===== src/rtl/present_encryptor_ctrl.sv =====
// present_encryptor_ctrl: request/response sequencer for an external PRESENT-80 core.
// Loads the key and then the plaintext into the core, waits CORE_LATENCY cycles,
// captures the ciphertext and holds it until the consumer takes it.
// Optional build macro: PRESENT_KEY_CACHE_EN -- remembers the last key loaded into the
// core and skips the key-load step when a new request carries the same key.
module present_encryptor_ctrl #(
    parameter int unsigned CORE_LATENCY = 32
) (
    input  logic        clk_i,
    input  logic        rst_ni,
    input  logic        req_valid_i,
    output logic        req_ready_o,
    input  logic [79:0] req_key_i,
    input  logic [63:0] req_pt_i,
    output logic        rsp_valid_o,
    input  logic        rsp_ready_i,
    output logic [63:0] rsp_ct_o,
    output logic        busy_o,
    output logic [79:0] core_data_o,
    output logic        core_key_load_o,
    output logic        core_data_load_o,
    input  logic [63:0] core_data_i
);

    localparam int unsigned     CNT_W    = $clog2(CORE_LATENCY + 1);
    // RUN starts the cycle after LOAD_DATA, so the count reaching CORE_LATENCY-1
    // marks the cycle exactly CORE_LATENCY cycles after the data load.
    localparam logic [CNT_W-1:0] CNT_LAST = CNT_W'(CORE_LATENCY - 1);

    typedef enum logic [2:0] {
        IDLE,
        LOAD_KEY,
        LOAD_DATA,
        RUN,
        DONE
    } state_t;

    state_t             state_q, state_d;
    logic [79:0]        key_q, key_d;
    logic [63:0]        pt_q, pt_d;
    logic [63:0]        ct_q, ct_d;
    logic [CNT_W-1:0]   cnt_q, cnt_d;
    logic               key_hit;

`ifdef PRESENT_KEY_CACHE_EN
    logic [79:0]        cache_key_q;
    logic               cache_vld_q;

    assign key_hit = cache_vld_q && (req_key_i == cache_key_q);

    // Track the key currently held by the core; every key load refreshes it
    always_ff @(posedge clk_i) begin
        if (!rst_ni) begin
            cache_key_q <= '0;
            cache_vld_q <= 1'b0;
        end else if (state_q == LOAD_KEY) begin
            cache_key_q <= key_q;
            cache_vld_q <= 1'b1;
        end
    end
`else
    assign key_hit = 1'b0;
`endif

    assign busy_o   = (state_q != IDLE);
    assign rsp_ct_o = ct_q;

    // Next-state, request capture and core strobe generation
    always_comb begin
        state_d          = state_q;
        key_d            = key_q;
        pt_d             = pt_q;
        ct_d             = ct_q;
        cnt_d            = cnt_q;
        req_ready_o      = 1'b0;
        rsp_valid_o      = 1'b0;
        core_data_o      = '0;
        core_key_load_o  = 1'b0;
        core_data_load_o = 1'b0;

        case (state_q)
            IDLE: begin
                req_ready_o = 1'b1;
                if (req_valid_i) begin
                    key_d   = req_key_i;
                    pt_d    = req_pt_i;
                    state_d = key_hit ? LOAD_DATA : LOAD_KEY;
                end
            end
            LOAD_KEY: begin
                core_key_load_o = 1'b1;
                core_data_o     = key_q;
                state_d         = LOAD_DATA;
            end
            LOAD_DATA: begin
                core_data_load_o = 1'b1;
                core_data_o      = {16'h0000, pt_q};
                cnt_d            = '0;
                state_d          = RUN;
            end
            RUN: begin
                if (cnt_q == CNT_LAST) begin
                    ct_d    = core_data_i;
                    state_d = DONE;
                end else begin
                    cnt_d = cnt_q + CNT_W'(1);
                end
            end
            DONE: begin
                rsp_valid_o = 1'b1;
                if (rsp_ready_i) begin
                    state_d = IDLE;
                end
            end
            default: begin
                state_d = IDLE;
            end
        endcase
    end

    // State and datapath registers, synchronous active-low reset
    always_ff @(posedge clk_i) begin
        if (!rst_ni) begin
            state_q <= IDLE;
            key_q   <= '0;
            pt_q    <= '0;
            ct_q    <= '0;
            cnt_q   <= '0;
        end else begin
            state_q <= state_d;
            key_q   <= key_d;
            pt_q    <= pt_d;
            ct_q    <= ct_d;
            cnt_q   <= cnt_d;
        end
    end

endmodule


===== config.mk =====
export PLATFORM = sky130hd
export DESIGN_NAME = present_encryptor_ctrl
export DESIGN_NICKNAME = d
export VERILOG_FILES = /design/src/rtl/present_encryptor_ctrl.sv
export SDC_FILE = /design/constraint.sdc
export NUM_CORES = 1
export LEC_CHECK = 0
export BUFFER_PORTS_ARGS = -buffer_cell sky130_fd_sc_hd__buf_4
export CAP_MARGIN = 20
export CORE_AREA = 8 8 157 159
export CTS_BUF_LIST = sky130_fd_sc_hd__clkbuf_8 sky130_fd_sc_hd__clkbuf_16
export DETAILED_ROUTE_END_ITERATION = 8
export DIE_AREA = 0 0 165 167
export GPL_TIMING_DRIVEN = 1
export PLACE_DENSITY = 0.7
export SYNTH_ARGS = -nofsm -noshare
export SYNTH_HDL_FRONTEND = slang
export SYNTH_SLANG_ARGS = --single-unit
export TNS_END_PERCENT = 1

===== constraint.sdc =====
create_clock -name clk_i -period 1.4 [get_ports clk_i]
set_input_delay 0.14 -clock clk_i [delete_from_list [all_inputs] [get_ports clk_i]]
set_output_delay 0.14 -clock clk_i [all_outputs]
set_load 0.005 [all_outputs]

==> metrics.yaml, run 1 <==
place:
  dp_cells: 1676
  placed_area_um2: 12060
  hpwlAfterDp_um: 21280
  gp_congestion: 0.8285
  port_buffers: 360
  preCtsSetupSlack_ns: -0.1846
worst_hold_path:
  hp-class: "input pin to flip-flop"
  min_path_cells: 4
global_route:
  grt_pass1_wl_um: 52150
  antenna_found_initial: 5
  grt.overflow.total: 0
  grt_use_total_pct: 23.09
  grt_max_degree: 74
  grt_pass1_vias: 10130
yosys:
  synth_most_common_cell: "nand2_1"
  async_flop_share_pct: 0
  synthDistinctLibCells: 38
  syn_nets: 1275
  syn_area_um2: 8728
  yosys-top-cells-count: "420 x nand2_1, 217 x dfxtp_1, 148 x a21oi_1"
  synth_top_area_share_pct: 49.77
  synth-seq-cells: 217
  synth-edff-count: 0
  netlist_top_cells_area: "dfxtp_1 50%, nand2_1 18%, a21oi_1 8.5%"
  avgSynthCellArea_um2: 8.219
  ys_seq_area_share_pct: 49.77
  synth.largest_area_cell: "dfxtp_1"
  synthCells: 1062
  synth_flop_cell: "dfxtp_1"
  ys_warn_count: 0
clock_tree:
  cts-buffers-inserted: 23
  clock-sinks: 217
  clk_pin_slew_ns: 0.06
  clk_latency_ns: 0.51
  post_cts_buffers: 0
  clk_path_buf_depth: 3
  cts-htree-levels: 1
  cts_tree: "yes"
  cts_root_buf: "clkbuf_16"
timing:
  slew_headroom_pct: 80.52
  tightest_slew_ns: 0.2922
  finClkSkew_ns: 0.02296
  fin_crit_ns: 1.951
  fin_hold_ws_ns: 0.4242
  setup_viol: 293
  setup_ws_ns: -0.5511
  finalCritPeriodShare_pct: 139.4
  rsz0062_at_grt: "yes"
  fmaxAchievable_mhz: 512.5
  slew_viol_final: 0
  fin_tns_setup_ns: -55.62
  finalHoldViolCount: 0
finish:
  area.sequential_um2: 4353
  fin_area_um2: 15190
  drive_above_1_share_pct: 29.77
  nFillCells: 1561
  area_growth_pct: 74.00
  fin_nets: 1842
  final_cell_count_no_fill: 1937
  fin_util_pct: 68.33
  multiInputGateArea_um2: 4041
power:
  vdd_drop_max_uv: 705.0
  p_clk_share_pct: 40.6
  power_density_nw_per_um2: 1019
  p_seq_share_pct: 42.7
  total_power_mw: 15.48
  switching_share_pct: 24.75
  p_leak_nw: 6.493
  p_int_mw: 11.65
  p_sw_mw: 3.832
  pwr-share-comb_pct: 16.6
floorplan:
  dieHeight_um: 167
  core_area_um2: 22230
  ios: 361
  fp.dieArea_um2: 27560
  rows: 55
  fp.dieW_um: 165
  floorplan.initialDensity_pct: 39.27
routing:
  finalWirelength_um: 33910
  drtPass1Iterations: 5
  wl_per_cell_um: 17.51
  vias_per_cell: 5.007
  drc: 0
  ant_nets: 0
  drt_iter0_markers: 823
  vias: 9698
worst_setup_path:
  crit_type: "flip-flop to output port"
  max_stage_delay_ns: 0.34
  required_ns: 1.26
  end_kind: "output port"
  crit_buf_inv: 2
  reg2regPathDepth: 6
  cp-start-kind: "flip-flop"
  critPathSlowestCell: "dfxtp_2"
  crit_fanout: 36
  cp_num_cells: 5
  crit_family: "simple AND/OR/NAND/NOR gates"
  arrival_ns: 1.81
  path_cells: "nand2b_1, nor2_4, buf_12, a22o_1, buf_4"
outcome:
  violations: "negative setup slack"
  outcome: "finished, violations left"
flow_run:
  max_cap_viol_count: 0
registers in the layout, summed over array words and instances (netlist names):
name,cells
rsp_ct_o,64
key_q,80
pt_q,64
state_q,3
cnt_q,6
power by group through the flow:
stage | registers (mW) | clock network, mW | logic, mW
after floorplan | 6.69 | 0 | 0.947
after global placement | 6.73 | 0 | 1.90
after detailed placement | 6.74 | 0 | 1.93
after CTS | 6.61 | 6.45 | 2.49
after global routing | 6.64 | 6.72 | 2.77
final | 6.62 | 6.29 | 2.58
final timing paths:
check,from,end,slack (ns)
worst max register to register,cnt_q[0],rsp_ct_o[19],-0.16
worst max-delay path,state_q[2],core_data_o[31],-0.55
worst min-delay path,req_key_i[4],key_q[4],0.42
worst min register to register,key_q[65],key_q[65],0.45
placed cells by master (no fill, tap or decap), drive strengths merged, types with 2 or more instances in the layout:
cell type	instances
clkbuf	28
and2	16
buf	419
o21ai	3
clkinvlp	2
a21oi	148
diode	6
dlygate4sd3	211
inv	7
nand2b	5
dfxtp	217
bufinv	3
nor2	2
a22o	64
mux2i	66
nand3	3
nand2	420
clkinv	6
nor3b	2
nor2b	4
cell type report:
class / instances / area share [%]
Timing Repair Buffer: 631 / 36.99
Sequential cell: 217 / 28.66
Multi-Input combinational cell: 753 / 26.61
Clock buffer: 27 / 4.152
Tap cell: 285 / 2.348
Clock inverter: 15 / 1.046
Antenna cell: 6 / 0.09886
Inverter: 3 / 0.09062
routing by layer:
metal / global-route usage (%) / wire (um) / up-vias
li1: - / - / 4663
met2: 39.39 / 16380 / 451
met1: 25.67 / 13070 / 4493
met4: 10.58 / 1307 / 0
met5: 0 / 0 / -
met3: 7.101 / 3162 / 91
worst min-delay path, cell delays in order:
cell	delay [ns]
dlygate4sd3_1	0.53
buf_4	0.10
nand2_1	0.04
a21oi_1	0.10
kinds of logic (layout without fill, tap and decap cells):
family / Yosys count / in the layout / synth area share, %
AND/OR/NAND/NOR: 463 / 463 / 21.32
multiplexers: 66 / 66 / 7.569
adder cells (fa/ha/maj): 1 / 1 / 0.1433
other: 0 / 6 / 0
flip-flops: 217 / 217 / 49.77
buffers and inverters: 92 / 676 / 5.390
AO/OA/AOI/OAI: 223 / 223 / 15.81
repair_timing:
action	CTS	global route
endpoints found under the setup margin	296	300
pin swaps	32	9
gates resized for setup	21	22
hold buffers	211	0
endpoints found under the hold margin	211	0
cloned	1	1
(Power assumes the default switching activity.)
==> run 2, diff against run 1 <==
SETUP_SLACK_MARGIN = 0.1   (was not set)
==> run 2 against run 1 <==
  * Sequential share of layout area barely moved
  * Non-clock buffer count is the same
  * Final cell count unchanged
  * Sequential cell count unchanged
  * Power about the same
  * First-iteration DRC count fell by 1.2%
  * Core utilization hardly changed
  * The run still ends with negative setup slack left
  * Register-to-register slack barely moved
  * Combinational power is essentially flat
  * Via count is essentially flat
  * Maximum frequency decreased by 0.35%
==> metrics.yaml, run 2 (synthesis gave the netlist of run 1 again) <==
finish:
  final_common_cell: "nand2_1"  # unchanged
  fin_util_pct: 68.35  # was 68.33%
  drive_above_1_share_pct: 29.83  # was 29.77%
  final_cell_mix: "420 x nand2_1, 385 x buf_4, 212 x dfxtp_1"  # unchanged
  nFillCells: 1563  # was 1,561
  top_register: "key_q"  # unchanged
  fin_area_um2: 15190  # about the same
  area_growth_pct: 74.05  # was 74.00%
  largest_reg_flops: 80  # unchanged
  final_cell_count_no_fill: 1937  # unchanged
  fin_nets: 1842  # unchanged
clock_tree:
  clk_pin_slew_ns: 0.06  # about the same
  post_cts_buffers: 0  # unchanged
  clk_latency_ns: 0.51  # about the same
  cts_tree: "yes"  # unchanged
  cts-htree-levels: 1  # unchanged
  clk_path_buf_depth: 3  # unchanged
  cts_root_buf: "clkbuf_16"  # unchanged
  cts-buffers-inserted: 23  # unchanged
  clock-sinks: 217  # unchanged
routing:
  drt_iter0_markers: 813  # was 823
  wl_per_cell_um: 17.57  # was 17.51 um
  drc: 0  # unchanged
  finalWirelength_um: 34030  # was 33,910 um
  vias: 9696  # was 9,698
  ant_nets: 0  # unchanged
  vias_per_cell: 5.006  # was 5.007
  drtPass1Iterations: 5  # unchanged
timing:
  fin_tns_setup_ns: -56.41  # was -55.62 ns
  fmaxAchievable_mhz: 510.8  # was 512.5 MHz
  setup_ws_ns: -0.5579  # was -0.5511 ns
  tightest_slew_ns: 0.2884  # was 0.2922 ns
  setup_viol: 293  # unchanged
  slew_viol_final: 0  # unchanged
  fin_hold_ws_ns: 0.3533  # was 0.4242 ns
  fin_crit_ns: 1.958  # was 1.951 ns
  rsz0062_at_grt: "yes"  # unchanged
  finClkSkew_ns: 0.02415  # was 0.02296 ns
  finalHoldViolCount: 0  # unchanged
  slew_headroom_pct: 80.77  # was 80.52%
  finalCritPeriodShare_pct: 139.8  # was 139.4%
place:
  hpwlAfterDp_um: 21280  # unchanged
  preCtsSetupSlack_ns: -0.1846  # unchanged
  placed_area_um2: 12060  # unchanged
  port_buffers: 360  # unchanged
  dp_cells: 1676  # unchanged
  gp_congestion: 0.8285  # unchanged
outcome:
  violations: "negative setup slack"  # unchanged
  outcome: "finished, violations left"  # unchanged
worst_setup_path:
  crit_fanout: 36  # unchanged
  r2r_slack_ns: -0.16  # about the same
  arrival_ns: 1.82  # was 1.81 ns
  crit_type: "flip-flop to output port"  # unchanged
  cp-start-kind: "flip-flop"  # unchanged
  required_ns: 1.26  # about the same
  end_kind: "output port"  # unchanged
power:
  vdd_drop_max_uv: 708.1  # was 705.0 uV
  power_density_nw_per_um2: 1020  # was 1019 nW/um^2
  p_leak_nw: 6.493  # about the same
  total_power_mw: 15.49  # was 15.48 mW
floorplan:
  rows: 55  # unchanged
  fp.dieArea_um2: 27560  # unchanged
  floorplan.initialDensity_pct: 39.27  # unchanged
  fp.dieW_um: 165  # unchanged
  core_area_um2: 22230  # unchanged
  ios: 361  # unchanged
  dieHeight_um: 167  # unchanged
global_route:
  grt_max_degree: 74  # unchanged
  antenna_found_initial: 5  # unchanged
  grt_use_total_pct: 23.14  # was 23.09%
  grt.overflow.total: 0  # unchanged
  grt_pass1_vias: 10170  # was 10,130
  grt_pass1_wl_um: 52250  # was 52,150 um
worst_hold_path:
  hp-class: "input pin to flip-flop"  # unchanged
flow_run:
  max_cap_viol_count: 0  # unchanged
-- run 2: where the power goes --
| group | internal, mW | switching, mW |
|---|---|---|
| logic | 1.42 | 1.16 |
| clock network | 3.78 | 2.52 |
| registers | 6.45 | 0.163 |
-- run 2: final timing paths --
check	from	endpoint	cells after the start
max	state_q[2]	core_data_o[31]	5
min	req_valid_i	key_q[35]	6
max reg2reg	cnt_q[0]	rsp_ct_o[19]	6
min reg2reg	key_q[65]	key_q[65]	2
-- run 2: worst max-delay path, stage by stage, from the launching register on --
cell	delay [ns]
dfxtp_2	0.34
nand2b_1	0.24
nor2_4	0.19
buf_12	0.21
a22o_1	0.20
buf_4	0.12
-- run 2: layout make-up --
type | count | area (um^2) | area share [%]
clock inverter | 15 | 158.9 | 1.046
antenna | 6 | 15.01 | 0.09883
timing repair buffer | 631 | 5618 | 36.98
sequential | 217 | 4353 | 28.65
tap | 285 | 356.6 | 2.347
clock buffer | 27 | 630.6 | 4.151
inverter | 3 | 13.76 | 0.09059
multi-input combinational | 753 | 4046 | 26.63
-- run 2: per-layer routing --
layer | vias up | GRT usage, % | wire length (um)
li1 | 4663 | - | -
met1 | 4469 | 25.62 | 12950
met2 | 473 | 39.39 | 16450
met3 | 91 | 7.051 | 3276
met4 | 0 | 11.13 | 1354
met5 | - | 0 | 0
-- run 2: repair_timing --
action                     4_1_cts  5_1_grt
hold buffers                   211        0
resized for setup               22       23
cloned                           1        1
setup endpoints to repair      301      302
pin swaps                       32        9
hold endpoints to repair       211        0
